<file path="src/rtl/sensor_poll_scheduler.sv">
// sensor_poll_scheduler
//   Shares one start/done sensor reader between NUM_REQ requesters. A request
//   is arbitrated, the winner gets a one-hot grant and the reader gets a
//   one-cycle start pulse. The grant is held until the reader reports done or
//   the transaction times out. A free-running prescaler provides the tick that
//   paces the timeout.
//
//   Build option: define SCHED_FIXED_PRIORITY_EN to make the lowest-indexed
//   active request win every arbitration. Without it, arbitration is
//   round-robin starting after the last granted requester.
//
// Ports
//   clk      in   system clock
//   reset    in   asynchronous, active-high reset
//   req      in   level request per requester
//   done     in   reader finished (one-cycle pulse)
//   grant    out  one-hot owner of the reader, 0 when free
//   start    out  one-cycle pulse launching the reader
//   busy     out  high while a transaction is in progress (START/WAIT/RELEASE)
//   timeout  out  one-cycle pulse when a transaction is aborted
//   tick     out  one-cycle prescaler pulse
//
// FSM states
//   state     | meaning
//   ----------+---------------------------------------------------------
//   S_IDLE    | reader free, waiting for any request
//   S_START   | grant issued, start pulse on the output this cycle
//   S_WAIT    | reader running, waiting for done or tick-based timeout
//   S_RELEASE | transaction over, grant dropped on the way back to IDLE

module sensor_poll_scheduler #(
  parameter int NUM_REQ       = 4,
  parameter int PRESCALE_MAX  = 49999,
  parameter int PRESCALE_SIZE = 16,
  parameter int TIMEOUT_TICKS = 200
) (
  input  logic               clk,
  input  logic               reset,
  input  logic [NUM_REQ-1:0] req,
  input  logic               done,
  output logic [NUM_REQ-1:0] grant,
  output logic               start,
  output logic               busy,
  output logic               timeout,
  output logic               tick
);

  localparam int IDX_W = (NUM_REQ > 1) ? $clog2(NUM_REQ) : 1;
  localparam logic [PRESCALE_SIZE-1:0] PRESC_TC = PRESCALE_SIZE'(PRESCALE_MAX);
  localparam logic [7:0] TO_LOAD = 8'(TIMEOUT_TICKS);

  typedef enum logic [1:0] {
    S_IDLE    = 2'd0,
    S_START   = 2'd1,
    S_WAIT    = 2'd2,
    S_RELEASE = 2'd3
  } state_t;

  state_t state, next_state;

  logic [PRESCALE_SIZE-1:0] presc_cnt;
  logic [7:0]               to_cnt;
  logic                     to_expire;

  logic                     win_found;
  logic [IDX_W-1:0]         win_idx;

  logic [NUM_REQ-1:0]       grant_d;
  logic                     start_d;
  logic                     busy_d;
  logic                     timeout_d;

  // --------------------------------------------------------------------------
  // Prescaler: runs regardless of FSM state. tick is registered, so it is high
  // in the cycle after the terminal count was sampled.
  // --------------------------------------------------------------------------
  always_ff @(posedge clk or posedge reset) begin
    if (reset) begin
      presc_cnt <= '0;
      tick      <= 1'b0;
    end else if (presc_cnt == PRESC_TC) begin
      presc_cnt <= '0;
      tick      <= 1'b1;
    end else begin
      presc_cnt <= presc_cnt + 1'b1;
      tick      <= 1'b0;
    end
  end

  // --------------------------------------------------------------------------
  // Timeout timer: down-counter loaded in START with the number of ticks
  // allowed, decremented on each tick seen in WAIT. The transaction expires on
  // the tick that would take it from 1 to 0.
  // --------------------------------------------------------------------------
  always_ff @(posedge clk or posedge reset) begin
    if (reset) begin
      to_cnt <= '0;
    end else if (state == S_START) begin
      to_cnt <= TO_LOAD;
    end else if ((state == S_WAIT) && tick && (to_cnt != 8'd0)) begin
      to_cnt <= to_cnt - 8'd1;
    end
  end

  assign to_expire = tick && (to_cnt == 8'd1);

  // --------------------------------------------------------------------------
  // Arbiter
  // --------------------------------------------------------------------------
`ifdef SCHED_FIXED_PRIORITY_EN

  // Lowest active index wins; scan from the top so the last hit is the lowest.
  always_comb begin
    win_found = 1'b0;
    win_idx   = '0;
    for (int i = NUM_REQ - 1; i >= 0; i--) begin
      if (req[i]) begin
        win_found = 1'b1;
        win_idx   = IDX_W'(i);
      end
    end
  end

`else

  logic [IDX_W-1:0] last_idx;
  logic [IDX_W-1:0] owner_idx;
  logic [IDX_W-1:0] cand_idx;

  // last_idx starts at NUM_REQ-1 so requester 0 is first in line after reset.
  // It only moves in RELEASE, so an aborted or completed owner both yield.
  always_ff @(posedge clk or posedge reset) begin
    if (reset) begin
      last_idx  <= IDX_W'(NUM_REQ - 1);
      owner_idx <= '0;
    end else begin
      if ((state == S_IDLE) && win_found) begin
        owner_idx <= win_idx;
      end
      if (state == S_RELEASE) begin
        last_idx <= owner_idx;
      end
    end
  end

  // Offsets are scanned from farthest to nearest, so the nearest active
  // requester after last_idx is the final (winning) assignment.
  always_comb begin
    win_found = 1'b0;
    win_idx   = '0;
    cand_idx  = '0;
    for (int k = NUM_REQ; k >= 1; k--) begin
      cand_idx = IDX_W'((int'(last_idx) + k) % NUM_REQ);
      if (req[cand_idx]) begin
        win_found = 1'b1;
        win_idx   = cand_idx;
      end
    end
  end

`endif

  // --------------------------------------------------------------------------
  // FSM: state and output registers
  // --------------------------------------------------------------------------
  always_ff @(posedge clk or posedge reset) begin
    if (reset) begin
      state   <= S_IDLE;
      grant   <= '0;
      start   <= 1'b0;
      busy    <= 1'b0;
      timeout <= 1'b0;
    end else begin
      state   <= next_state;
      grant   <= grant_d;
      start   <= start_d;
      busy    <= busy_d;
      timeout <= timeout_d;
    end
  end

  // --------------------------------------------------------------------------
  // FSM: next state. done wins over a coincident final tick.
  // --------------------------------------------------------------------------
  always_comb begin
    next_state = state;
    case (state)
      S_IDLE: begin
        if (win_found) begin
          next_state = S_START;
        end
      end
      S_START: begin
        next_state = S_WAIT;
      end
      S_WAIT: begin
        if (done || to_expire) begin
          next_state = S_RELEASE;
        end
      end
      S_RELEASE: begin
        next_state = S_IDLE;
      end
      default: begin
        next_state = S_IDLE;
      end
    endcase
  end

  // --------------------------------------------------------------------------
  // FSM: outputs, computed from the state being entered so they are valid in
  // that state's cycle. The grant stays registered through WAIT and RELEASE.
  // --------------------------------------------------------------------------
  always_comb begin
    grant_d   = grant;
    start_d   = 1'b0;
    busy_d    = (next_state != S_IDLE);
    timeout_d = 1'b0;
    case (next_state)
      S_IDLE: begin
        grant_d = '0;
      end
      S_START: begin
        grant_d          = '0;
        grant_d[win_idx] = 1'b1;
        start_d          = 1'b1;
      end
      S_WAIT: begin
        grant_d = grant;
      end
      S_RELEASE: begin
        grant_d = grant;
      end
      default: begin
        grant_d = '0;
      end
    endcase
    if ((state == S_WAIT) && !done && to_expire) begin
      timeout_d = 1'b1;
    end
  end

endmodule

</file>
<file path="config.mk">
export PLATFORM = sky130hd
export DESIGN_NAME = sensor_poll_scheduler
export DESIGN_NICKNAME = d
export VERILOG_FILES = /design/src/rtl/sensor_poll_scheduler.sv
export SDC_FILE = /design/constraint.sdc
export NUM_CORES = 1
export LEC_CHECK = 0
export BUFFER_PORTS_ARGS = -buffer_cell sky130_fd_sc_hd__buf_2
export CAP_MARGIN = 20
export CORE_MARGIN = 3
export CORE_UTILIZATION = 45
export DETAILED_ROUTE_END_ITERATION = 7
export GPL_TIMING_DRIVEN = 0
export PLACE_DENSITY = 0.71
export SKIP_CTS_REPAIR_TIMING = 1
export SYNTH_ARGS = -nofsm -noshare
export SYNTH_HDL_FRONTEND = slang
export SYNTH_SLANG_ARGS = --single-unit
</file>
<file path="constraint.sdc">
create_clock -name clk -period 2.5 [get_ports clk]
set_clock_uncertainty 0.05 [all_clocks]
set_input_delay 0.5 -clock clk [delete_from_list [all_inputs] [get_ports clk]]
set_output_delay 0.5 -clock clk [all_outputs]
set_load 0.05 [all_outputs]
</file>
==> impl_metrics.tcl, run 1 <==
set metrics [dict create \
    outcome "completed" \
    timing.critical_path.max_delay_family "compound AO/OA/AOI/OAI gates" \
    via_per_inst 5.468 \
    detailedRoute.firstIterationViolations 56 \
    cts_inserted_buffers 5 \
    start_util_pct 48.59 \
    die_area_mm2 0.004939 \
    ys_warn_count 0 \
    detailroute.via_count 1356 \
    wirelength_mm 3.415 \
    vdd_drop_max_mv 0.3918 \
    final.setup.tns_ns 0 \
    synth_async_sr_flop_share_pct 100.0 \
    max-cap-violations 0 \
    core_mm2 0.003826 \
    pin_count 15 \
    std_cell_rows 22 \
    number_of_global_route_vias_before_repair 1320 \
    timing.critical_path.from_type "flop" \
    layout_setup_ws_ns 0.2393 \
    seq_area_um2 953.4 \
    sequential_fraction_of_the_synthesis_area_pct 51.28 \
    p_leak_nw 0.9495 \
    cp.arrival_ns 2.39 \
    htree_levels 2 \
    hpwlAfterDp_mm 2.447 \
    timing.critical_path.to_type "flop" \
    r2r_start "state[0]" \
    yosys_reg_bits 38 \
    worst-endpoint-required_ns 2.63 \
    timing.reg2reg.worst_path_depth 6 \
    nNetsFinal 214 \
    multi_input_area_um2 853.3 \
    cell_variety_after_synth 39 \
    dieHeight_um 70.28 \
    synth_edf_count 0 \
    clock-sinks 38 \
    finalCritPeriodShare_pct 90.43 \
    timing_hold_violations_final 0 \
    port_buffers 14 \
    fp.dieW_um 70.28 \
    crit_chain "inv_1, ha_1, nand3b_1, a2111oi_0, and3_1, o21bai_1" \
    r2r-end "to_cnt[6]" \
    synthesis.area_per_instance_um2 10.50 \
    final_layout_size_suffix_gt1_share_pct 16.00 \
    worst_slew_pin_slew_ns 0.9899 \
    synth_cells 177 \
    synth.net_count 192 \
    placed_area_mm2 0.002017 \
    max_clock_freq_mhz 442.3 \
    filler_cell_count 317 \
    timing_max_transition_violations_final 0 \
    worst-path-max-fanout 5 \
    maximum_number_of_pins_on_one_net_before_global_route_repair 22 \
    maxSlewHeadroom_pct 32.30 \
    critPathMaxStageDelay_ns 0.86 \
    antenna_cells 0 \
    tritoncts "built" \
    dominantRegCellSynth "sky130_fd_sc_hd__dfrtp_1" \
    clock_tree.root_cell "sky130_fd_sc_hd__clkbuf_8" \
    antenna_violating_nets_post_route 0 \
    report.final.setup_viol 0 \
    criticalPathCategory "flop to flop" \
    grt_first_pass_wirelength_mm 5.906 \
    path_clk_slew_ns 0.07 \
    gp_congestion 0.7664 \
    grtUsageTotal_pct 14.95 \
    cts_buffer_depth 2 \
    finish.instance_area_mm2 0.002108 \
    power_per_cell_area_mw_per_mm2 847.2 \
    finalCriticalPeriod_ns 2.261 \
    globalRouteOverflowTotal 0 \
    syn_to_final_growth_pct 13.39 \
    grt_setup_unrepaired "false" \
    clock_latency_reported_for_the_late_side_of_the_worst_skew_pair_ns 0.29 \
    pre_cts_slack_ns 0.3114 \
    critPathBufInv 1 \
    drcViolationCount 0 \
    hp-class "input port to async pin" \
    timing.reg2reg.setup_slack_ns 0.24 \
    drt_pass1_iterations 4 \
    grt_antenna_before_repair 0 \
    routedWlPerCell_um 13.77 \
    syn-cell-area_mm2 0.001859 \
    cpMaxStageDelayCell "sky130_fd_sc_hd__a2111oi_0" \
]
==> sequential cells by signal, summed over array words and instances, names as in the netlist <==
register and count:
tick 1, owner_idx 2, busy 1, state 2, presc_cnt 16, to_cnt 8
timeout 1, last_idx 2, grant 4, start 1
==> layout by cell type (no fill, tap or decap), types with 3 or more instances in the layout <==
cell type                   n
sky130_fd_sc_hd__dfrtp_1   36
sky130_fd_sc_hd__nor2b_1    4
sky130_fd_sc_hd__inv_1     12
sky130_fd_sc_hd__xor2_1     4
sky130_fd_sc_hd__buf_2     14
sky130_fd_sc_hd__nor3b_1    3
sky130_fd_sc_hd__nand2b_1   8
sky130_fd_sc_hd__nor3_1     3
sky130_fd_sc_hd__nand4_1    7
sky130_fd_sc_hd__a21oi_1    5
sky130_fd_sc_hd__ha_1       8
sky130_fd_sc_hd__clkbuf_8   6
sky130_fd_sc_hd__nor2_1    18
sky130_fd_sc_hd__nand2_1   14
sky130_fd_sc_hd__o21ai_0    6
sky130_fd_sc_hd__a211oi_1   4
sky130_fd_sc_hd__o41ai_1    4
sky130_fd_sc_hd__xnor2_1   10
==> layout make-up <==
| type | count | area share, % |
|---|---|---|
| Clock buffer | 7 | 4.095 |
| Clock inverter | 1 | 0.2374 |
| Timing Repair Buffer | 15 | 4.629 |
| Inverter | 12 | 2.137 |
| Sequential cell | 38 | 45.22 |
| Multi-Input combinational cell | 125 | 40.47 |
| Buffer | 2 | 0.3561 |
| Tap cell | 48 | 2.849 |
==> cell families after synthesis <==
logic type,share of synthesized area [%]
simple gates,20.32
flops,51.28
compound gates,11.84
xor+xnor,6.594
buf+inv,2.826
fa+ha+maj,5.384
mux,1.750
==> how the worst max path moves through the flow <==
stage,startpoint,endpoint,slack (ns),cells past startpoint
after CTS,state[0],to_cnt[6],0.27,6
after floorplan,state[0],to_cnt[6],0.61,6
after detailed placement,state[0],to_cnt[6],0.31,6
after global placement,state[0],to_cnt[6],0.43,6
after global routing,state[0],to_cnt[6],0.06,6
final,state[0],to_cnt[6],0.24,6
==> cells in the mapped netlist, types with 4 or more instances <==
cell type                   n  share of area, %
sky130_fd_sc_hd__o41ai_1    4               1.9
sky130_fd_sc_hd__o21ai_0    6               1.6
sky130_fd_sc_hd__nor2_1    18               3.6
sky130_fd_sc_hd__nor2b_1    4               1.3
sky130_fd_sc_hd__nand2b_1   8               2.7
sky130_fd_sc_hd__nand2_1   14               2.8
sky130_fd_sc_hd__inv_1     12               2.4
sky130_fd_sc_hd__a21oi_1    5               1.3
sky130_fd_sc_hd__ha_1       8               5.4
sky130_fd_sc_hd__dfrtp_1   36                48
sky130_fd_sc_hd__xor2_1     4               1.9
sky130_fd_sc_hd__a211oi_1   4               1.6
sky130_fd_sc_hd__xnor2_1   10               4.7
sky130_fd_sc_hd__nand4_1    7               2.4
==> routing by layer <==
layer	global-route usage, %	part of all wire (%)
met5	0	0
met4	7.872	1.9
met3	3.453	3.3
met2	24.12	49
met1	18.49	46
==> through the flow <==
| stage | hold slack (ns) | util (%) | power [mW] | std cells |
|---|---|---|---|---|
| 2_1_floorplan | 0.3799 | - | 1.221 | 177 |
| 3_3_place_gp | 0.4077 | 51.99 | 1.329 | 239 |
| 3_5_place_dp | 0.4150 | 52.71 | 1.370 | 240 |
| 4_1_cts | 0.3202 | 55.10 | 1.803 | 248 |
| 5_1_grt | 0.3334 | 55.10 | 1.894 | 248 |
| 6_report | 0.3274 | 55.10 | 1.786 | 248 |
==> report_power, final <==
part / internal, mW / leakage, nW / switching (mW)
Combinational: 0.190 / 0.421 / 0.391
Sequential: 0.717 / 0.480 / 0.0614
Clock: 0.222 / 0.0482 / 0.205
Note: power is estimated with default switching activity, not from simulation.
==> run 2, diff against run 1 <==
--- a/config.mk
+++ b/config.mk
@@ -12,6 +12,7 @@
 export DETAILED_ROUTE_END_ITERATION = 7
 export GPL_TIMING_DRIVEN = 0
 export PLACE_DENSITY = 0.71
+export REMOVE_ABC_BUFFERS = 1
 export SKIP_CTS_REPAIR_TIMING = 1
 export SYNTH_ARGS = -nofsm -noshare
 export SYNTH_HDL_FRONTEND = slang
==> impl_metrics.tcl, run 2 (synthesis results as in run 1) <==
set metrics [dict create \
    outcome "completed" \
    tritoncts "built" \
    top_usage_layer "met2" \
    hold-worst-slack_ns 0.2628 \
    mostFrequentLayoutCells "36 x sky130_fd_sc_hd__dfrtp_1, 18 x sky130_fd_sc_hd__nor2_1, 14 x sky130_fd_sc_hd__nand2_1, 14 x sky130_fd_sc_hd__buf_2, 12 x sky130_fd_sc_hd__inv_1" \
    grt_setup_unrepaired "false" \
    power_per_cell_area_mw_per_mm2 847.5 \
    share_of_power_burned_in_registers_pct 43.7 \
    timing.critical_path.from_type "flop" \
    worst-path-max-fanout 5 \
    layout_setup_ws_ns 0.3955 \
    finalCriticalPeriod_ns 2.105 \
    maxSlewHeadroom_pct 49.47 \
    worst_slew_pin_slew_ns 0.7528 \
    timing_hold_violations_final 0 \
    use_met3_pct 5.612 \
    placed_area_mm2 0.002009 \
    final_layout_size_suffix_gt1_share_pct 16.16 \
    finish.instance_area_mm2 0.002102 \
    biggestRegsByFlops "presc_cnt: 16 flops, to_cnt: 8 flops, grant: 4 flops" \
    layout.core_utilization_pct 54.94 \
    critPathMaxStageDelay_ns 0.65 \
    cp.arrival_ns 2.24 \
    hpwlAfterDp_mm 2.561 \
    antenna_violating_nets_post_route 0 \
    timing_max_transition_violations_final 0 \
    p_total_mw 1.781 \
    drcViolationCount 0 \
    detailroute.via_count 1344 \
    use_met1_pct 19.03 \
    cpMaxStageDelayCell "sky130_fd_sc_hd__a311oi_1" \
    drt_pass1_iterations 4 \
    final_common_cell "sky130_fd_sc_hd__dfrtp_1" \
    cts_inserted_buffers 5 \
    path_clk_slew_ns 0.08 \
    clock-sinks 38 \
    via_per_inst 5.463 \
    port_buffers 14 \
    pre_cts_slack_ns 0.2760 \
    p_comb_share_pct 32.5 \
    cts_buffer_depth 2 \
    routedWlPerCell_um 13.93 \
    wirelength_mm 3.428 \
    layoutNonFillerInstCount 246 \
    clock_latency_reported_for_the_late_side_of_the_worst_skew_pair_ns 0.29 \
    switching_share_pct 36.62 \
    final.setup.tns_ns 0 \
    std_cell_rows 22 \
    grtUsageTotal_pct 15.44 \
    finalCritPeriodShare_pct 84.18 \
    antenna_cells 0 \
    gr-usage-met2_pct 24.43 \
    syn_to_final_growth_pct 13.06 \
    max-cap-violations 0 \
    htree_levels 2 \
    fp.dieW_um 70.28 \
    power_switching_mw 0.6524 \
    number_of_global_route_vias_before_repair 1336 \
    detailedRoute.firstIterationViolations 31 \
    maximum_number_of_pins_on_one_net_before_global_route_repair 24 \
    place.detailed.instances 238 \
    hp-class "input port to async pin" \
    largest_register "presc_cnt" \
    criticalPathCategory "flop to flop" \
    gp_congestion 0.7916 \
    report.final.setup_viol 0 \
    grt_antenna_before_repair 0 \
    start_util_pct 48.59 \
    pin_count 15 \
    crit_chain "inv_1, ha_1, nand3b_1, a311oi_1, a21oi_1, a31o_2" \
    nNetsFinal 212 \
    timing.critical_path.to_type "flop" \
    dieHeight_um 70.28 \
    worst-endpoint-required_ns 2.64 \
    clock_tree.root_cell "sky130_fd_sc_hd__clkbuf_8" \
    globalRouteOverflowTotal 0 \
    clkPwrFrac_pct 23.8 \
    max_clock_freq_mhz 475.2 \
    p_leak_nw 0.9471 \
    largest_register_ffs 16 \
    grt_first_pass_wirelength_mm 5.989 \
    cellInternalPower_mw 1.129 \
    die_area_mm2 0.004939 \
    vdd_drop_max_mv 0.6465 \
    core_mm2 0.003826 \
]
## run 2: changes by cell type in the layout (fill, tap and decap cells not counted)
cell,delta
sky130_fd_sc_hd__buf_1,-2
sky130_fd_sc_hd__a2111oi_1,+1
sky130_fd_sc_hd__a2111oi_0,-1
## run 2: cell type report
cell class,count,area (um2)
Tap cell,48,60.06
Clock inverter,1,5.005
Fill cell,340,1724
Inverter,12,45.04
Sequential cell,38,953.4
Clock buffer,7,86.33
Multi-Input combinational cell,125,854.6
Timing Repair Buffer,15,97.59
## run 2: final timing paths
path	startpoint	to	slack (ns)	cells past startpoint
min in group clk	done	timeout	0.34	2
hold reg to reg	presc_cnt[15]	presc_cnt[15]	0.41	1
setup reg to reg	state[0]	to_cnt[5]	0.40	6
hold / removal	reset	presc_cnt[12]	0.26	2
max in group asynchronous	reset	last_idx[1]	1.50	3
setup / recovery	state[0]	to_cnt[5]	0.40	6
## run 2: metal layers
| metal | share of wire (%) | vias up |
|---|---|---|
| li1 | - | 663 |
| met2 | 48 | 20 |
| met5 | 0 | - |
| met4 | 1.3 | 0 |
| met1 | 47 | 654 |
| met3 | 3.7 | 7 |
## run 2: power by group through the flow
stage | Sequential [mW] | Clock [mW] | Combinational, mW
6_report | 0.779 | 0.423 | 0.580
5_1_grt | 0.791 | 0.461 | 0.637
4_1_cts | 0.779 | 0.433 | 0.583
3_5_place_dp | 0.789 | 0 | 0.583
3_3_place_gp | 0.781 | 0 | 0.553
2_1_floorplan | 0.905 | 0 | 0.314
## run 2: critical path, delay by kind of cell (launching register included)
kind	cells	cell delay, ns
flops	1	0.43
buf+inv	1	0.13
fa+ha+maj	1	0.23
simple gates	1	0.12
compound gates	3	1.04
